<file path="src/rtl/esp8266_resp.sv">
// ESP8266 AT-command responder: collects CR-LF terminated lines, answers with fixed
// strings at UART byte pacing, and forwards payload bytes in transparent mode.
module esp8266_resp #(
    parameter int CLK_FRE   = 50_000_000,
    parameter int BAUD_RATE = 115200,
    parameter int BYTE_GAP  = (CLK_FRE / BAUD_RATE) * 11,
    parameter int IDLE_TO   = (CLK_FRE / BAUD_RATE) * 100,
    parameter int LINE_MAX  = 64
) (
    input  logic       sys_clk,
    input  logic       sys_rst,
    input  logic [7:0] pi_data,
    input  logic       pi_flag,
    output logic [7:0] po_data,
    output logic       po_flag,
    output logic [7:0] pass_data,
    output logic       pass_flag,
    output logic       trans_mode,
    output logic [7:0] ok_cnt
);
    localparam int CW = $clog2(LINE_MAX + 3);
    localparam int AW = $clog2(LINE_MAX);
    localparam int GW = $clog2(BYTE_GAP + 1);
    localparam int TW = $clog2(IDLE_TO + 1);
    localparam logic [95:0] S_MODE1 = "AT+CIPMODE=1";
    localparam logic [95:0] S_MODE0 = "AT+CIPMODE=0";
    localparam logic [79:0] S_SEND  = "AT+CIPSEND";

    typedef enum logic [1:0] {COLLECT, MATCH, RESP, TRANS} state_t;
    typedef enum logic [1:0] {R_OK, R_OKP, R_ERR, R_PP} resp_t;

    state_t        state_q, state_d;
    resp_t         rsel_q, rsel_d, msel;
    logic [7:0]    line_q [LINE_MAX];
    logic [CW-1:0] cnt_q, cnt_d, len;
    logic [TW-1:0] idle_q, idle_d;
    logic [GW-1:0] gap_q, gap_d;
    logic [2:0]    idx_q, idx_d;
    logic [1:0]    plus_q, plus_d, flush_q, flush_d;
    logic [7:0]    pend_q, pend_d, po_data_q, po_data_d, pass_data_q, pass_data_d;
    logic [7:0]    ok_cnt_q, ok_cnt_d;
    logic          cr_q, cr_d, cip_q, cip_d, pend_v_q, pend_v_d, mcip;
    logic          po_flag_q, po_flag_d, pass_flag_q, pass_flag_d;
    logic          wr_en, line_end, idle_exp, is_ppp, ovf, gap_done, m1, m0, ms, mat;

    function automatic logic [7:0] resp_byte(input resp_t s, input logic [2:0] i);
        logic [55:0] err;
        err = {"ERROR", 8'h0D, 8'h0A};
        case (s)
            R_ERR:   resp_byte = err[8*(6-i) +: 8];
            R_PP:    resp_byte = "+";
            default: case (i)
                3'd0:    resp_byte = "O";
                3'd1:    resp_byte = "K";
                3'd2:    resp_byte = 8'h0D;
                3'd3:    resp_byte = 8'h0A;
                default: resp_byte = ">";
            endcase
        endcase
    endfunction

    function automatic logic [2:0] resp_last(input resp_t s);
        case (s)
            R_OK:    resp_last = 3'd3;
            R_OKP:   resp_last = 3'd4;
            R_ERR:   resp_last = 3'd6;
            default: resp_last = 3'd1;
        endcase
    endfunction

    // cnt_q counts the stored CR too and saturates one past an overflowing line
    assign len      = cnt_q - CW'(1);
    assign ovf      = cnt_q >= CW'(LINE_MAX + 2);
    assign line_end = pi_flag && (pi_data == 8'h0A) && cr_q;
    assign idle_exp = !pi_flag && (cnt_q != '0) && (idle_q == TW'(IDLE_TO - 1));
    assign is_ppp   = (cnt_q == CW'(3)) && (line_q[0] == "+") && (line_q[1] == "+") && (line_q[2] == "+");
    assign gap_done = gap_q == GW'(BYTE_GAP - 1);

    always_comb begin
        m1 = (len == CW'(12));
        m0 = (len == CW'(12));
        ms = (len == CW'(10));
        for (int unsigned i = 0; i < 12; i++) begin
            if (line_q[AW'(i)] != S_MODE1[8*(11-i) +: 8]) m1 = 1'b0;
            if (line_q[AW'(i)] != S_MODE0[8*(11-i) +: 8]) m0 = 1'b0;
        end
        for (int unsigned i = 0; i < 10; i++)
            if (line_q[AW'(i)] != S_SEND[8*(9-i) +: 8]) ms = 1'b0;
        mat  = (len >= CW'(2)) && (line_q[0] == "A") && (line_q[1] == "T");
        msel = R_ERR;
        mcip = cip_q;
        if (ovf)      msel = R_ERR;
        else if (m1)  begin msel = R_OK; mcip = 1'b1; end
        else if (m0)  begin msel = R_OK; mcip = 1'b0; end
        else if (ms)  msel = cip_q ? R_OKP : R_ERR;
        else if (mat) msel = R_OK;
    end

    always_ff @(posedge sys_clk or posedge sys_rst) begin
        if (sys_rst) begin
            state_q <= COLLECT;   rsel_q <= R_OK;    cnt_q <= '0;       idle_q <= '0;
            gap_q <= '0;          idx_q <= '0;       plus_q <= '0;      flush_q <= '0;
            pend_q <= '0;         pend_v_q <= 1'b0;  cr_q <= 1'b0;      cip_q <= 1'b0;
            po_data_q <= '0;      po_flag_q <= 1'b0; pass_data_q <= '0; pass_flag_q <= 1'b0;
            ok_cnt_q <= '0;
        end else begin
            state_q <= state_d;   rsel_q <= rsel_d;     cnt_q <= cnt_d;       idle_q <= idle_d;
            gap_q <= gap_d;       idx_q <= idx_d;       plus_q <= plus_d;     flush_q <= flush_d;
            pend_q <= pend_d;     pend_v_q <= pend_v_d; cr_q <= cr_d;         cip_q <= cip_d;
            po_data_q <= po_data_d; po_flag_q <= po_flag_d; pass_data_q <= pass_data_d;
            pass_flag_q <= pass_flag_d; ok_cnt_q <= ok_cnt_d;
        end
    end

    // Line storage needs no reset: only the first cnt_q entries are ever consulted
    always_ff @(posedge sys_clk) begin
        if (wr_en) line_q[AW'(cnt_q)] <= pi_data;
    end

    always_comb begin
        state_d = state_q;
        case (state_q)
            COLLECT: if (line_end && cnt_q != CW'(1)) state_d = MATCH;
                     else if (idle_exp && is_ppp)     state_d = RESP;
            MATCH:   state_d = RESP;
            RESP:    if (gap_done && idx_q == resp_last(rsel_q))
                         state_d = (rsel_q == R_OKP) ? TRANS : COLLECT;
            TRANS:   if (pi_flag && flush_q == '0 && !pend_v_q && pi_data == "+" && plus_q == 2'd2)
                         state_d = RESP;
            default: state_d = COLLECT;
        endcase
    end

    always_comb begin
        rsel_d = rsel_q;  cnt_d = cnt_q;  idle_d = idle_q;  gap_d = gap_q;  idx_d = idx_q;
        plus_d = plus_q;  flush_d = flush_q;  pend_d = pend_q;  pend_v_d = pend_v_q;
        cr_d = cr_q;  cip_d = cip_q;  ok_cnt_d = ok_cnt_q;  wr_en = 1'b0;
        po_data_d = po_data_q;  po_flag_d = 1'b0;  pass_data_d = pass_data_q;  pass_flag_d = 1'b0;
        case (state_q)
            COLLECT: begin
                if (pi_flag) begin
                    idle_d = '0;
                    if (line_end) begin
                        cr_d = 1'b0;
                        if (cnt_q == CW'(1)) cnt_d = '0;
                    end else begin
                        cr_d  = (pi_data == 8'h0D);
                        wr_en = cnt_q < CW'(LINE_MAX);
                        if (cnt_q < CW'(LINE_MAX + 2)) cnt_d = cnt_q + CW'(1);
                    end
                end else if (idle_exp) begin
                    cnt_d = '0;  cr_d = 1'b0;  idle_d = '0;
                    if (is_ppp) begin
                        rsel_d = R_PP;  po_data_d = "+";  po_flag_d = 1'b1;  idx_d = 3'd1;  gap_d = '0;
                    end
                end else if (cnt_q != '0) begin
                    idle_d = idle_q + TW'(1);
                end
            end
            MATCH: begin
                rsel_d = msel;  cip_d = mcip;  idx_d = 3'd1;  gap_d = '0;
                po_data_d = resp_byte(msel, 3'd0);  po_flag_d = 1'b1;
                if (msel == R_OK || msel == R_OKP) ok_cnt_d = ok_cnt_q + 8'd1;
            end
            RESP: begin
                if (gap_done) begin
                    gap_d = '0;  idx_d = idx_q + 3'd1;
                    po_data_d = resp_byte(rsel_q, idx_q);  po_flag_d = 1'b1;
                    if (idx_q == resp_last(rsel_q)) begin
                        cnt_d = '0;  cr_d = 1'b0;  idle_d = '0;  plus_d = '0;
                    end
                end else begin
                    gap_d = gap_q + GW'(1);
                end
            end
            TRANS: begin
                // Bytes landing while held '+' are still being flushed are dropped
                if (pi_flag && flush_q == '0 && !pend_v_q) begin
                    if (pi_data == "+") begin
                        if (plus_q == 2'd2) begin
                            plus_d = '0;  cip_d = 1'b0;  rsel_d = R_PP;  idx_d = 3'd1;  gap_d = '0;
                            po_data_d = "+";  po_flag_d = 1'b1;
                        end else begin
                            plus_d = plus_q + 2'd1;
                        end
                    end else if (plus_q != '0) begin
                        pass_data_d = "+";  pass_flag_d = 1'b1;  flush_d = plus_q - 2'd1;
                        pend_d = pi_data;  pend_v_d = 1'b1;  plus_d = '0;
                    end else begin
                        pass_data_d = pi_data;  pass_flag_d = 1'b1;
                    end
                end else if (flush_q != '0) begin
                    pass_data_d = "+";  pass_flag_d = 1'b1;  flush_d = flush_q - 2'd1;
                end else if (pend_v_q) begin
                    pass_data_d = pend_q;  pass_flag_d = 1'b1;  pend_v_d = 1'b0;
                end
            end
            default: ;
        endcase
    end

    always_comb begin
        po_data    = po_data_q;
        po_flag    = po_flag_q;
        pass_data  = pass_data_q;
        pass_flag  = pass_flag_q;
        trans_mode = (state_q == TRANS);
        ok_cnt     = ok_cnt_q;
    end
endmodule

</file>
<file path="config.mk">
export PLATFORM = sky130hd
export DESIGN_NAME = esp8266_resp
export DESIGN_NICKNAME = d
export VERILOG_FILES = /design/src/rtl/esp8266_resp.sv
export SDC_FILE = /design/constraint.sdc
export NUM_CORES = 1
export LEC_CHECK = 0
export BUFFER_PORTS_ARGS = -buffer_cell sky130_fd_sc_hd__buf_2
export CORE_UTILIZATION = 60
export DETAILED_ROUTE_END_ITERATION = 6
export PLACE_DENSITY = 0.78
export SKIP_CTS_REPAIR_TIMING = 1
export SLEW_MARGIN = 20
export SYNTH_ARGS = -nofsm -noshare
export SYNTH_HDL_FRONTEND = slang
export SYNTH_SLANG_ARGS = --single-unit
export TNS_END_PERCENT = 5
</file>
<file path="constraint.sdc">
create_clock -name sys_clk -period 3.5 [get_ports sys_clk]
set_input_delay 0.525 -clock sys_clk [delete_from_list [all_inputs] [get_ports sys_clk]]
set_output_delay 0.525 -clock sys_clk [all_outputs]
set_load 0.05 [all_outputs]
</file>
==> results.ini <==
[worst_setup_path]
setup.worst_path.start_class = flip-flop
criticalPathCategory = flip-flop to flip-flop
arrival_ns = 3.52
worstPathRequired_ns = 3.82
critPathMaxFanout = 13
reg2reg_setup_slack_ns = 0.30
crit_path_end_kind = flip-flop

[pwr]
ir_drop_v = 0.000326
power_density_nw_per_um2 = 577
leakage_uw = 0.00364

[route]
vias_per_cell = 6.18
first_pass_iters = 5
wl_um = 16800
vias = 5659
wire_per_inst_um = 18.3
first_iter_violations = 443
ant_nets = 0
drc_errors = 0

[clock_network]
numCtsBuffers = 17
clkTransAtPathRegs_ns = 0.07
cts_tree = yes
clock_latency_ns = 0.43
cts_buffer_depth = 2
cts_root_buf = clkbuf_16
h-tree-depth = 4
numClockSinks = 179

[timing]
clock.fmax_mhz = 313
rsz0062_at_grt = no
tightest_slew_ns = 0.986
drv_slew = 0
setup_viol = 0
min_period_ns = 3.20
hold_violations = 0
setup_tns_ns = 0
relSlewSlack = 0.335
post-route-period-util = 0.914
whs_ns = 0.184
clock_skew_ns = 0.00715

[floorplanning]
die_area_um2 = 14100
start_util = 0.616
io_pins = 38
num_rows = 42
die_h_um = 119
coreArea_um2 = 13300
die_x_um = 119

[logic_synthesis]
synth_common_cells = edfxtp_1, dfrtp_1, nand2_1
synth_top_area_cell = edfxtp_1
netlist_instances = 684
ys_warn_count = 0
syn_area_um2 = 8190
synth_nets = 717
synthArstFlopShare = 0.464
synthMostInstantiatedCell = edfxtp_1
avgSynthCellArea_um2 = 12.0
synth-seq-area-share = 0.606
ys_seq_elements = 179
ys_types = 79
synth_ff_type = edfxtp_1
synth_edf_count = 96
synth.area.top_cells = edfxtp_1, dfrtp_1, o21ai_0, ha_1, nand2_1
synth_top_cell_area_share = 0.352

[placed_design]
portBuffers = 36
numPlacedInstances = 884
placement.cell_area_um2 = 8570
gp_congestion = 0.893
dp_hpwl_um = 11300

[worst_hold_path]
hold_class = input pin to async pin

[global_routing]
grt_pass1_vias = 5539
grt_first_pass_wirelength_um = 27700
grt_max_degree = 44
grt_antenna_before_repair = 0
overflow = 0
grt_use_total = 0.256

[layout]
antenna_cells = 0
final_area_um2 = 9150
syn_to_final_growth_pct = 11.7
drive_gt1_frac = 0.161
fin_cells = 916
nets = 760

[outcome]
outcome = complete, no violations

[job]
maxCapViolCount = 0

[sequential cells by signal, summed over array words and instances, names as in the netlist]
signal / count
pend_q: 8
po_flag: 1
idx_q: 3
ok_cnt: 8
pass_flag: 1
state_q: 2
pend_v_q: 1
po_data: 7
pass_data: 8
cip_q: 1
cnt_q: 7
flush_q: 2
line_q: 96
idle_q: 16
cr_q: 1
plus_q: 2
rsel_q: 2
gap_q: 13
[final timing paths]
kind,start,endpoint,cells after the start
worst min-delay path,sys_rst,po_flag,2
max in group asynchronous,sys_rst,cnt_q[0],3
worst max register to register,cnt_q[1],ok_cnt[1],8
worst min register to register,po_data[2],po_data[2],2
worst max-delay path,cnt_q[1],ok_cnt[1],8
min in group sys_clk,po_data[2],po_data[2],2
[routing by layer]
| metal | share of wire | GRT usage | vias up |
|---|---|---|---|
| met3 | 0.052 | 0.0426 | 30 |
| met2 | 0.51 | 0.426 | 179 |
| met1 | 0.41 | 0.334 | 2803 |
| met4 | 0.020 | 0.108 | 0 |
| li1 | - | - | 2647 |
| met5 | 0 | 0 | - |
[critical path, stage by stage (launching register included)]
cell and delay, ns:
dfrtp_1 0.62, inv_1 0.19, ha_1 0.35, nor3b_1 0.31, a22oi_1 0.14, a2111oi_0 0.43
nand4_1 0.26, mux2i_4 0.41, mux2_2 0.38
[final cells by class]
class	instances	area (µm²)
repair buffers	45	248
flip-flops and latches	179	4960
clock inverters	15	140
inverters	23	87.6
fillers	947	4150
clock buffers	17	425
well taps	176	220
multi-input cells	461	3070
[kinds of logic after synthesis]
group	after synthesis	share of synthesized area
AO/OA/AOI/OAI	124	0.104
XOR/XNOR	14	0.0150
adder cells (fa/ha/maj)	22	0.0336
buffers and inverters	44	0.0222
flip-flops	179	0.606
multiplexers	21	0.0293
other	1	0.000458
AND/OR/NAND/NOR	279	0.190
[through the flow]
step	utilization	setup slack, ns	total power (µW)
2_1_floorplan	-	0.651	3240
3_3_place_gp	0.645	0.570	3460
3_5_place_dp	0.645	0.459	3500
4_1_cts	0.687	0.440	5310
5_1_grt	0.688	0.157	5530
6_report	0.688	0.301	5280
[where the power goes]
part	internal [µW]	total [µW]	switching, µW
logic	325	1050	722
registers	2340	2430	87.7
clock network	945	1800	857
[layout by cell type, fill, tap and decap left out, types with 5 or more instances in the layout]
cell type	netlist	final
inv_1	23	22
xor2_1	5	5
nor3_1	24	22
mux2i_1	6	6
and3_1	9	9
nand3_1	22	22
or3_1	6	6
buf_4	1	9
nand4_1	20	20
o21ai_0	57	57
a31oi_1	5	5
and2_1	5	5
nor4b_1	12	12
nor2_1	58	58
mux2_2	14	14
nor2b_1	8	8
inv_8	0	6
o31ai_1	12	12
nand2_1	59	59
edfxtp_1	96	96
ha_1	22	22
xnor2_1	9	9
clkbuf_16	0	17
a21oi_1	11	11
buf_2	4	36
nand2b_1	7	7
dfrtp_1	83	83
nor4_1	9	9
Note: power is estimated with default switching activity, not from simulation.
